===== config.mk =====
export PLATFORM = sky130hd
export DESIGN_NAME = bip_control_unit
export DESIGN_NICKNAME = d
export VERILOG_FILES = /design/src/rtl/bip_control_unit.sv
export SDC_FILE = /design/constraint.sdc
export NUM_CORES = 1
export LEC_CHECK = 0
export ABC_AREA = 0
export CAP_MARGIN = 0
export CORE_UTILIZATION = 30
export DETAILED_ROUTE_END_ITERATION = 8
export GPL_TIMING_DRIVEN = 0
export SYNTH_ARGS = -nofsm -noshare
export SYNTH_HDL_FRONTEND = slang
export SYNTH_SLANG_ARGS = --single-unit

===== constraint.sdc =====
create_clock -name i_clk -period 2.7 [get_ports i_clk]
set_input_delay 0.27 -clock i_clk [delete_from_list [all_inputs] [get_ports i_clk]]
set_output_delay 0.27 -clock i_clk [all_outputs]
set_load 0.01 [all_outputs]

===== src/rtl/bip_control_unit.sv =====
// Instruction sequencer for the accumulator datapath: FETCH/DECODE/EXEC per instruction, HALT terminal.
// Optional executed-instruction counter (o_instr_count) is built when BIP_INSTR_COUNT_EN is defined.
//
// state  | meaning
// FETCH  | o_addr_pm = PC, sync ROM is reading the instruction
// DECODE | i_instr valid; decode from it, RdRam for LD/ADD/SUB, IR captured
// EXEC   | WrAcc/WrRam per opcode, PC advances (HLT holds PC)
// HALT   | frozen until reset, o_halted = 1
module bip_control_unit #(
    parameter int PB = 11,
    parameter int AB = 11,
    parameter int DB = 16
) (
    input  logic          i_clk,
    input  logic          i_reset,
    input  logic [DB-1:0] i_instr,
    output logic [PB-1:0] o_addr_pm,
    output logic [AB-1:0] o_addr,
    output logic [1:0]    o_sel_a,
    output logic          o_sel_b,
    output logic          o_op,
    output logic          o_wr_acc,
    output logic          o_clear,
    output logic          o_wr_ram,
    output logic          o_rd_ram,
`ifdef BIP_INSTR_COUNT_EN
    output logic [31:0]   o_instr_count,
`endif
    output logic          o_halted
);

    typedef enum logic [1:0] {S_FETCH, S_DECODE, S_EXEC, S_HALT} state_t;

    localparam logic [4:0] OP_HLT  = 5'b00000;
    localparam logic [4:0] OP_STO  = 5'b00001;
    localparam logic [4:0] OP_LD   = 5'b00010;
    localparam logic [4:0] OP_LDI  = 5'b00011;
    localparam logic [4:0] OP_ADD  = 5'b00100;
    localparam logic [4:0] OP_ADDI = 5'b00101;
    localparam logic [4:0] OP_SUB  = 5'b00110;
    localparam logic [4:0] OP_SUBI = 5'b00111;

    state_t        r_state;
    state_t        w_next_state;
    logic [PB-1:0] r_pc;
    logic [DB-1:0] r_ir;
    logic [DB-1:0] w_cur;
    logic [4:0]    w_opc;
    logic          w_dec_wr_acc;
    logic          w_dec_wr_ram;
    logic          w_dec_rd_ram;
`ifdef BIP_INSTR_COUNT_EN
    logic [31:0]   r_instr_count;
`endif

    // IR is only loaded at the end of DECODE, so DECODE looks at the ROM output directly;
    // this keeps SelA/SelB/Op/Addr identical across DECODE and EXEC.
    assign w_cur = (r_state == S_DECODE) ? i_instr : r_ir;
    assign w_opc = w_cur[DB-1:DB-5];

    always_comb begin
        o_sel_a      = 2'd0;
        o_sel_b      = 1'b0;
        o_op         = 1'b0;
        w_dec_wr_acc = 1'b0;
        w_dec_wr_ram = 1'b0;
        w_dec_rd_ram = 1'b0;
        case (w_opc)
            OP_STO:  w_dec_wr_ram = 1'b1;
            OP_LD: begin
                o_sel_a      = 2'd2;
                w_dec_wr_acc = 1'b1;
                w_dec_rd_ram = 1'b1;
            end
            OP_LDI: begin
                o_sel_a      = 2'd1;
                w_dec_wr_acc = 1'b1;
            end
            OP_ADD: begin
                o_sel_b      = 1'b1;
                o_op         = 1'b1;
                w_dec_wr_acc = 1'b1;
                w_dec_rd_ram = 1'b1;
            end
            OP_ADDI: begin
                o_op         = 1'b1;
                w_dec_wr_acc = 1'b1;
            end
            OP_SUB: begin
                o_sel_b      = 1'b1;
                w_dec_wr_acc = 1'b1;
                w_dec_rd_ram = 1'b1;
            end
            OP_SUBI: w_dec_wr_acc = 1'b1;
            default: ;
        endcase
    end

    always_comb begin
        w_next_state = r_state;
        o_wr_acc     = 1'b0;
        o_wr_ram     = 1'b0;
        o_rd_ram     = 1'b0;
        case (r_state)
            S_FETCH:  w_next_state = S_DECODE;
            S_DECODE: begin
                w_next_state = S_EXEC;
                o_rd_ram     = w_dec_rd_ram && !i_reset;
            end
            S_EXEC: begin
                w_next_state = (w_opc == OP_HLT) ? S_HALT : S_FETCH;
                // Reset drops the strobe in the same cycle so no stray memory write happens.
                o_wr_acc     = w_dec_wr_acc && !i_reset;
                o_wr_ram     = w_dec_wr_ram && !i_reset;
            end
            S_HALT:   w_next_state = S_HALT;
            default:  w_next_state = S_FETCH;
        endcase
    end

    always_ff @(posedge i_clk) begin
        if (i_reset) begin
            r_state <= S_FETCH;
            r_pc    <= '0;
            r_ir    <= '0;
        end else begin
            r_state <= w_next_state;
            if (r_state == S_DECODE)
                r_ir <= i_instr;
            if (r_state == S_EXEC && w_opc != OP_HLT)
                r_pc <= r_pc + PB'(1);
        end
    end

`ifdef BIP_INSTR_COUNT_EN
    always_ff @(posedge i_clk) begin
        if (i_reset)
            r_instr_count <= '0;
        else if (r_state == S_EXEC && r_instr_count != 32'hFFFF_FFFF)
            r_instr_count <= r_instr_count + 32'd1;
    end

    assign o_instr_count = r_instr_count;
`endif

    assign o_addr_pm = r_pc;
    assign o_addr    = w_cur[AB-1:0];
    assign o_clear   = i_reset;
    assign o_halted  = (r_state == S_HALT);

endmodule


==> impl_metrics.toml, run 1 <==
[synth]
yosysSeqAreaShare_pct = 40.6
syn_area_mm2 = 0.00143
syn_nets = 168
synth_cell_type_count = 36
dominant_combinational_cell_family_by_area_after_synthesis = "simple AND/OR/NAND/NOR gates"
synth-compound-area-share_pct = 9.63
post_synth_and_or_nand_nor_area_fraction_pct = 25.0
muxShareOfSynthArea_pct = 14.3
synthesized_flop_and_latch_total = 29
adder_and_majority_gate_portion_of_the_synthesized_area_pct = 0.876
post_synth.cell_area_avg_um2 = 9.59
xor_xnor_cell_area_share_of_the_yosys_netlist_pct = 0.613
yosys_warnings = 0
synth_cells = 149

[timing]
max_slew.worst_pin.slew_ps = 557
final.setup_skew_ps = 2.93
drv_slew = 0
achievable-frequency_mhz = 387
whs_ps = 497
report.final.hold_viol_count = 0
setup_viol = 0
rsz0062_at_grt = "false"
slew_hr_pct = 62.9
post-route-period-util_pct = 95.6
layout_min_cycle_time_ps = 2580

[setup_path]
worst_path_max_fanout = 4
reg2reg_setup_slack_ps = 540
cpMaxStageDelayCell = "sky130_fd_sc_hd__or4b_1"
timing.critical_path.from_type = "primary input"
setup_crit_end_kind = "output port"
crit_required_ps = 2430
critical_path.n_buffers_inverters = 2
timing.rr.end = "o_addr_pm[3]"
cp-startpoint = "i_instr[15]"
peak_per_stage_delay_on_the_critical_path_ps = 570
crit_family = "buffers and inverters"
worst_reg_to_reg_path_cell_count = 6
worst-setup-path-type = "in2out"
crit_top_cell = "sky130_fd_sc_hd__clkdlybuf4s50_1"
crit-reg2reg-launch = "r_state[0]"
path_cells = "clkdlybuf4s50_1, or4b_1, o31ai_2, nand2_1, nor3b_2, clkdlybuf4s50_1"
cp.arrival_ps = 2310

[routing]
antenna_violating_nets_post_route = 0
totalWireLength_um = 3340
drt_first_pass_iters = 6
detailroute.via_count = 1255
route.detailed.vias_per_inst = 4.88
routed_wirelength_normalized_by_instance_count_um = 13.0
route.detailed.drc = 4
dr.first_iter.drc_count = 78

[place]
post_dp_cell_area_mm2 = 0.00197
globalplace.congestion = 0.759
detailed_place_hpwl_um = 2450
portBuffers = 48
placed_cells_incl_taps = 249

[final_layout]
area.growth.synth_to_final_pct = 47.5
filler_cell_count = 424
register_area_um2 = 581
final_cell_area_mm2 = 0.00211
final_standard_cell_count_with_taps_included_and_fillers_excluded = 257
multiInputGateArea_um2 = 737
antenna_cells_inserted = 0
nets = 223
drive_gt1_share_pct = 21.5

[clock_network]
cts_buffers = 5
htree_num_levels = 2
cts_setup_buffers = 0
clockRootBuffer = "sky130_fd_sc_hd__clkbuf_8"
cts.reportedPaths.clkPinSlew_ps = 60
hold_fix_buffers_cts = 0
worstSkewPairLatency_ps = 280
cts_tree = "yes"
clkSinkCount = 29
cts-root-to-sink-buffers = 2

[min_path]
worstHoldEndpoint = "o_addr_pm[10]"
hold_path_depth = 2
hold_path_class = "reg2reg"
worst_hold_startpoint = "o_addr_pm[10]"

[run_status]
status = "finished with violations"
violations = "design-rule violations"

[power]
ir_drop_worst_case_vdd_v = 0.000237
power-per-cell-area_mw_per_mm2 = 623
power_leakage_nw = 0.799

[floorplan]
pin_count = 49
die-width_um = 71.0
coreArea_mm2 = 0.00447
die-height_um = 71.0
placementRows = 24
dieArea_mm2 = 0.00504
floorplan.initialDensity_pct = 31.9

[grt]
vias_in_the_first_global_route = 1223
grt.total_usage_pct = 14.2
grt_pass1_wl_um = 5460
grt_antenna_before_repair = 0
grt_remaining_overflow = 0
maximum_number_of_pins_on_one_net_before_global_route_repair = 11

[run]
cap_violations = 0
## layer usage
metal	vias up	part of all wire [%]	track usage, %
met4	0	0.39	4.00
li1	626	-	-
met1	588	44	16.0
met3	2	7.1	6.27
met2	39	48	24.4
met5	-	0	0
## cells in the mapped netlist, drive strengths merged
cell type / number / area, um^2
dfxtp: 29 / 581
buf: 15 / 118
nor2b: 15 / 101
mux2: 13 / 146
nor2: 13 / 48.8
a21oi: 8 / 40.0
o21ai: 6 / 30.0
mux2i: 5 / 57.6
or3: 5 / 31.3
nand2: 4 / 15.0
and2: 3 / 18.8
clkbuf: 3 / 11.3
nand3: 3 / 15.0
nand4: 3 / 18.8
o31ai: 3 / 27.5
and3: 2 / 12.5
and4: 2 / 20.0
nand2b: 2 / 12.5
nor3: 2 / 10.0
nor3b: 2 / 15.0
nor4: 2 / 12.5
or4: 2 / 15.0
a31o: 1 / 8.76
a31oi: 1 / 6.26
a41oi: 1 / 16.3
ha: 1 / 12.5
o31a: 1 / 8.76
or4b: 1 / 10.0
xnor2: 1 / 8.76
## cells in the final DEF, fill, tap and decap left out, types with 3 or more instances in the layout
master and count:
sky130_fd_sc_hd__a21oi_1 8, sky130_fd_sc_hd__and2_1 3, sky130_fd_sc_hd__buf_4 12, sky130_fd_sc_hd__clkbuf_1 4
sky130_fd_sc_hd__clkbuf_8 6, sky130_fd_sc_hd__clkdlybuf4s50_1 46, sky130_fd_sc_hd__dfxtp_1 29, sky130_fd_sc_hd__mux2_2 13
sky130_fd_sc_hd__nand2_1 4, sky130_fd_sc_hd__nand3_1 3, sky130_fd_sc_hd__nand4_1 3, sky130_fd_sc_hd__nor2_1 13
sky130_fd_sc_hd__nor2b_1 14, sky130_fd_sc_hd__o21ai_0 5, sky130_fd_sc_hd__or3_1 5
## worst max path at each step
stage                             to  slack, ps  depth (start not counted)
final                     o_sel_a[1]        120                          6
after global routing      o_sel_a[1]          5                          6
after CTS                 o_sel_a[1]         30                          5
after detailed placement    o_wr_ram       -160                          6
after global placement      o_wr_ram       -170                          6
after floorplan             o_wr_ram        730                          4
## state kept, by name (all words and copies together), names as in the netlist
signal	flops
o_addr_pm	11
r_ir	16
r_state	2
## cell families (layout without fill, tap and decap cells)
| kind of cell | after synthesis | count (layout) |
|---|---|---|
| AO/OA/AOI/OAI | 21 | 21 |
| XOR/XNOR | 1 | 1 |
| adder cells (fa/ha/maj) | 1 | 1 |
| buffers and inverters | 18 | 74 |
| flip-flops | 29 | 29 |
| multiplexers | 18 | 18 |
| AND/OR/NAND/NOR | 61 | 61 |
## where the power goes
part           internal [mW]  total [mW]  switching, mW  leakage [nW]
logic                  0.221       0.373          0.152         0.504
clock network          0.300       0.462          0.162        0.0585
registers              0.457       0.478         0.0204         0.236
## metrics by stage
step	total power, mW	util, %	TNS [ps]	setup WS, ps
finish	1.31	47.1	0	119
detailed placement	0.854	44.1	-229	-161
global placement	0.847	44.1	-216	-167
global route	1.39	47.1	0	4.52
CTS	1.32	46.7	0	29.4
floorplan	0.712	-	0	726
## worst reg2reg max path: stages (launching register included)
cell	delay, ps
sky130_fd_sc_hd__dfxtp_1	410
sky130_fd_sc_hd__nor2b_4	210
sky130_fd_sc_hd__buf_6	180
sky130_fd_sc_hd__mux2i_2	410
sky130_fd_sc_hd__a41oi_2	320
sky130_fd_sc_hd__nand4_1	180
sky130_fd_sc_hd__mux2_2	340
## layout make-up
type	count	share of cell area [%]
clock buffers	7	4.09
clock inverters	1	1.42
well taps	52	3.09
repair buffers	48	22.7
flip-flops and latches	29	27.5
plain buffers	18	6.23
multi-input cells	102	35.0
## timing repair
action | CTS | global route
cloned | 0 | 0
endpoints found under the setup margin | 2 | 7
resized for setup | 2 | 4
Note: power is estimated with default switching activity, not from simulation.
==> inputs of run 2 (changes only) <==
- SLEW_MARGIN: default -> 20
==> results of run 2 <==
Final layout, timing and power as in run 1 (identical DEF).
==> inputs of run 3 (changes only) <==
- DONT_BUFFER_PORTS: default -> 1
- SETUP_SLACK_MARGIN: default -> 0.4
==> run 3 against run 2 <==
Net effect:
- the run still ends with design-rule violations left
- setup slack better by 330 ps
- worst hold slack got worse by 350 ps
- non-clock buffer count fell by 47
- wire length decreased by 9.6%
- clock power is essentially flat
- sequential power is 0.8% higher
- critical path depth is 2 lower
- power fell by 7.4%
- largest cell class unchanged
- largest power group unchanged
==> impl_metrics.toml, run 3 (synthesis results as in run 1) <==
[setup_path]
setup_crit_end_kind = "output port"
worst-setup-path-type = "reg2out"
crit_family = "simple AND/OR/NAND/NOR gates"
peak_per_stage_delay_on_the_critical_path_ps = 500
cpMaxStageDelayCell = "sky130_fd_sc_hd__or4b_4"
worst_path_max_fanout = 6
crit_required_ps = 2430
crit-reg2reg-launch = "r_state[0]"
timing.critical_path.from_type = "register"
critical_path.n_buffers_inverters = 0
path_cells = "or4b_4, o31a_1, or3_4, nor4_4"
cp-startpoint = "r_state[1]"
cp.arrival_ps = 1990
reg2reg_setup_slack_ps = 570

[routing]
routed_wirelength_normalized_by_instance_count_um = 14.4
totalWireLength_um = 3020
route.detailed.vias_per_inst = 5.21
dr.first_iter.drc_count = 33
antenna_violating_nets_post_route = 0
drt_first_pass_iters = 6
detailroute.via_count = 1095
route.detailed.drc = 4

[grt]
grt_remaining_overflow = 0
grt.total_usage_pct = 13.5
vias_in_the_first_global_route = 1145
grt_pass1_wl_um = 5180
maximum_number_of_pins_on_one_net_before_global_route_repair = 11
grt_antenna_before_repair = 0

[floorplan]
placementRows = 24
pin_count = 49
die-width_um = 71.0
floorplan.initialDensity_pct = 31.9
die-height_um = 71.0
coreArea_mm2 = 0.00447
dieArea_mm2 = 0.00504

[final_layout]
final_common_cell = "sky130_fd_sc_hd__dfxtp_1"
mostFrequentLayoutCells = "sky130_fd_sc_hd__dfxtp_1, sky130_fd_sc_hd__nor2b_1, sky130_fd_sc_hd__mux2_2, sky130_fd_sc_hd__nor2_1, sky130_fd_sc_hd__buf_4"
nets = 176
antenna_cells_inserted = 0
area.growth.synth_to_final_pct = 15.2
largest_reg_flops = 16
drive_gt1_share_pct = 30.4
filler_cell_count = 449
layout.core_utilization_pct = 36.8
largest_register = "r_ir"

[timing]
whs_ps = 147
layout_min_cycle_time_ps = 2260
setup_viol = 0
rsz0062_at_grt = "true"
post-route-period-util_pct = 83.6
report.final.hold_viol_count = 0
achievable-frequency_mhz = 443
slew_hr_pct = 64.2
drv_slew = 0
worst_slack_ps = 444
finalSetupTns_ps = 0
final.setup_skew_ps = 5.98
max_slew.worst_pin.slew_ps = 523

[min_path]
hold_path_class = "in2reg"
worst_hold_startpoint = "i_instr[15]"

[place]
detailed_place_hpwl_um = 2190
globalplace.congestion = 0.680
preCtsSetupSlack_ps = 549
portBuffers = 0

[run]
cap_violations = 0

[power]
power-per-cell-area_mw_per_mm2 = 738
power_leakage_nw = 0.621
ir_drop_worst_case_vdd_v = 0.000330

[clock_network]
clkSinkCount = 29
worstSkewPairLatency_ps = 280
cts_buffers = 5
clockRootBuffer = "sky130_fd_sc_hd__clkbuf_8"
cts-root-to-sink-buffers = 2
htree_num_levels = 2
cts.reportedPaths.clkPinSlew_ps = 60
cts_tree = "yes"

[run_status]
status = "finished with violations"
violations = "design-rule violations"
## run 3: path summary, 6_finish.rpt
kind,endpoint,cells after the start
setup / recovery,o_wr_ram,4
hold / removal,r_ir[15],2
setup reg to reg,o_addr_pm[3],6
hold reg to reg,r_state[1],2
## run 3: power by group
part / total (mW) / internal [mW] / switching [mW] / leakage, nW
combinational: 0.273 / 0.139 / 0.134 / 0.326
clock: 0.461 / 0.300 / 0.161 / 0.0585
sequential: 0.482 / 0.459 / 0.0230 / 0.237
## run 3: per-layer routing
metal	up-vias	GRT usage (%)	part of all wire [%]
met5	-	0	0
met4	0	6.67	1.9
li1	531	-	-
met1	519	16.0	46
met2	39	22.1	45
met3	6	4.13	6.5
## run 3: stage by stage
step / instance area (um^2) / power [mW] / std cells
after detailed placement: 1490 / 0.754 / 201
after global placement: 1490 / 0.752 / 201
after global routing: 1650 / 1.28 / 210
after floorplan: 1430 / 0.712 / 149
after CTS: 1630 / 1.23 / 209
final: 1650 / 1.22 / 210
## run 3: layout make-up
type	count	area, um^2	share of cell area (%)
repair buffers	1	7.51	0.456
multi-input cells	102	743	45.1
well taps	52	65.1	3.95
clock buffers	7	86.3	5.24
flip-flops and latches	29	586	35.6
clock inverters	1	30.0	1.82
plain buffers	18	129	7.83
## run 3: worst register-to-register path: stages (launching register included)
cell	delay, ps
sky130_fd_sc_hd__dfxtp_4	370
sky130_fd_sc_hd__nor2b_4	170
sky130_fd_sc_hd__buf_6	170
sky130_fd_sc_hd__mux2i_2	470
sky130_fd_sc_hd__a41oi_2	320
sky130_fd_sc_hd__nand4_1	190
sky130_fd_sc_hd__mux2_2	340
## run 3: timing repair
action,in CTS,in global routing
cloned,0,0
pin swaps,0,1
hold buffers,0,0
endpoints found under the setup margin,1,5
buffers inserted,0,1
resized for setup,2,5
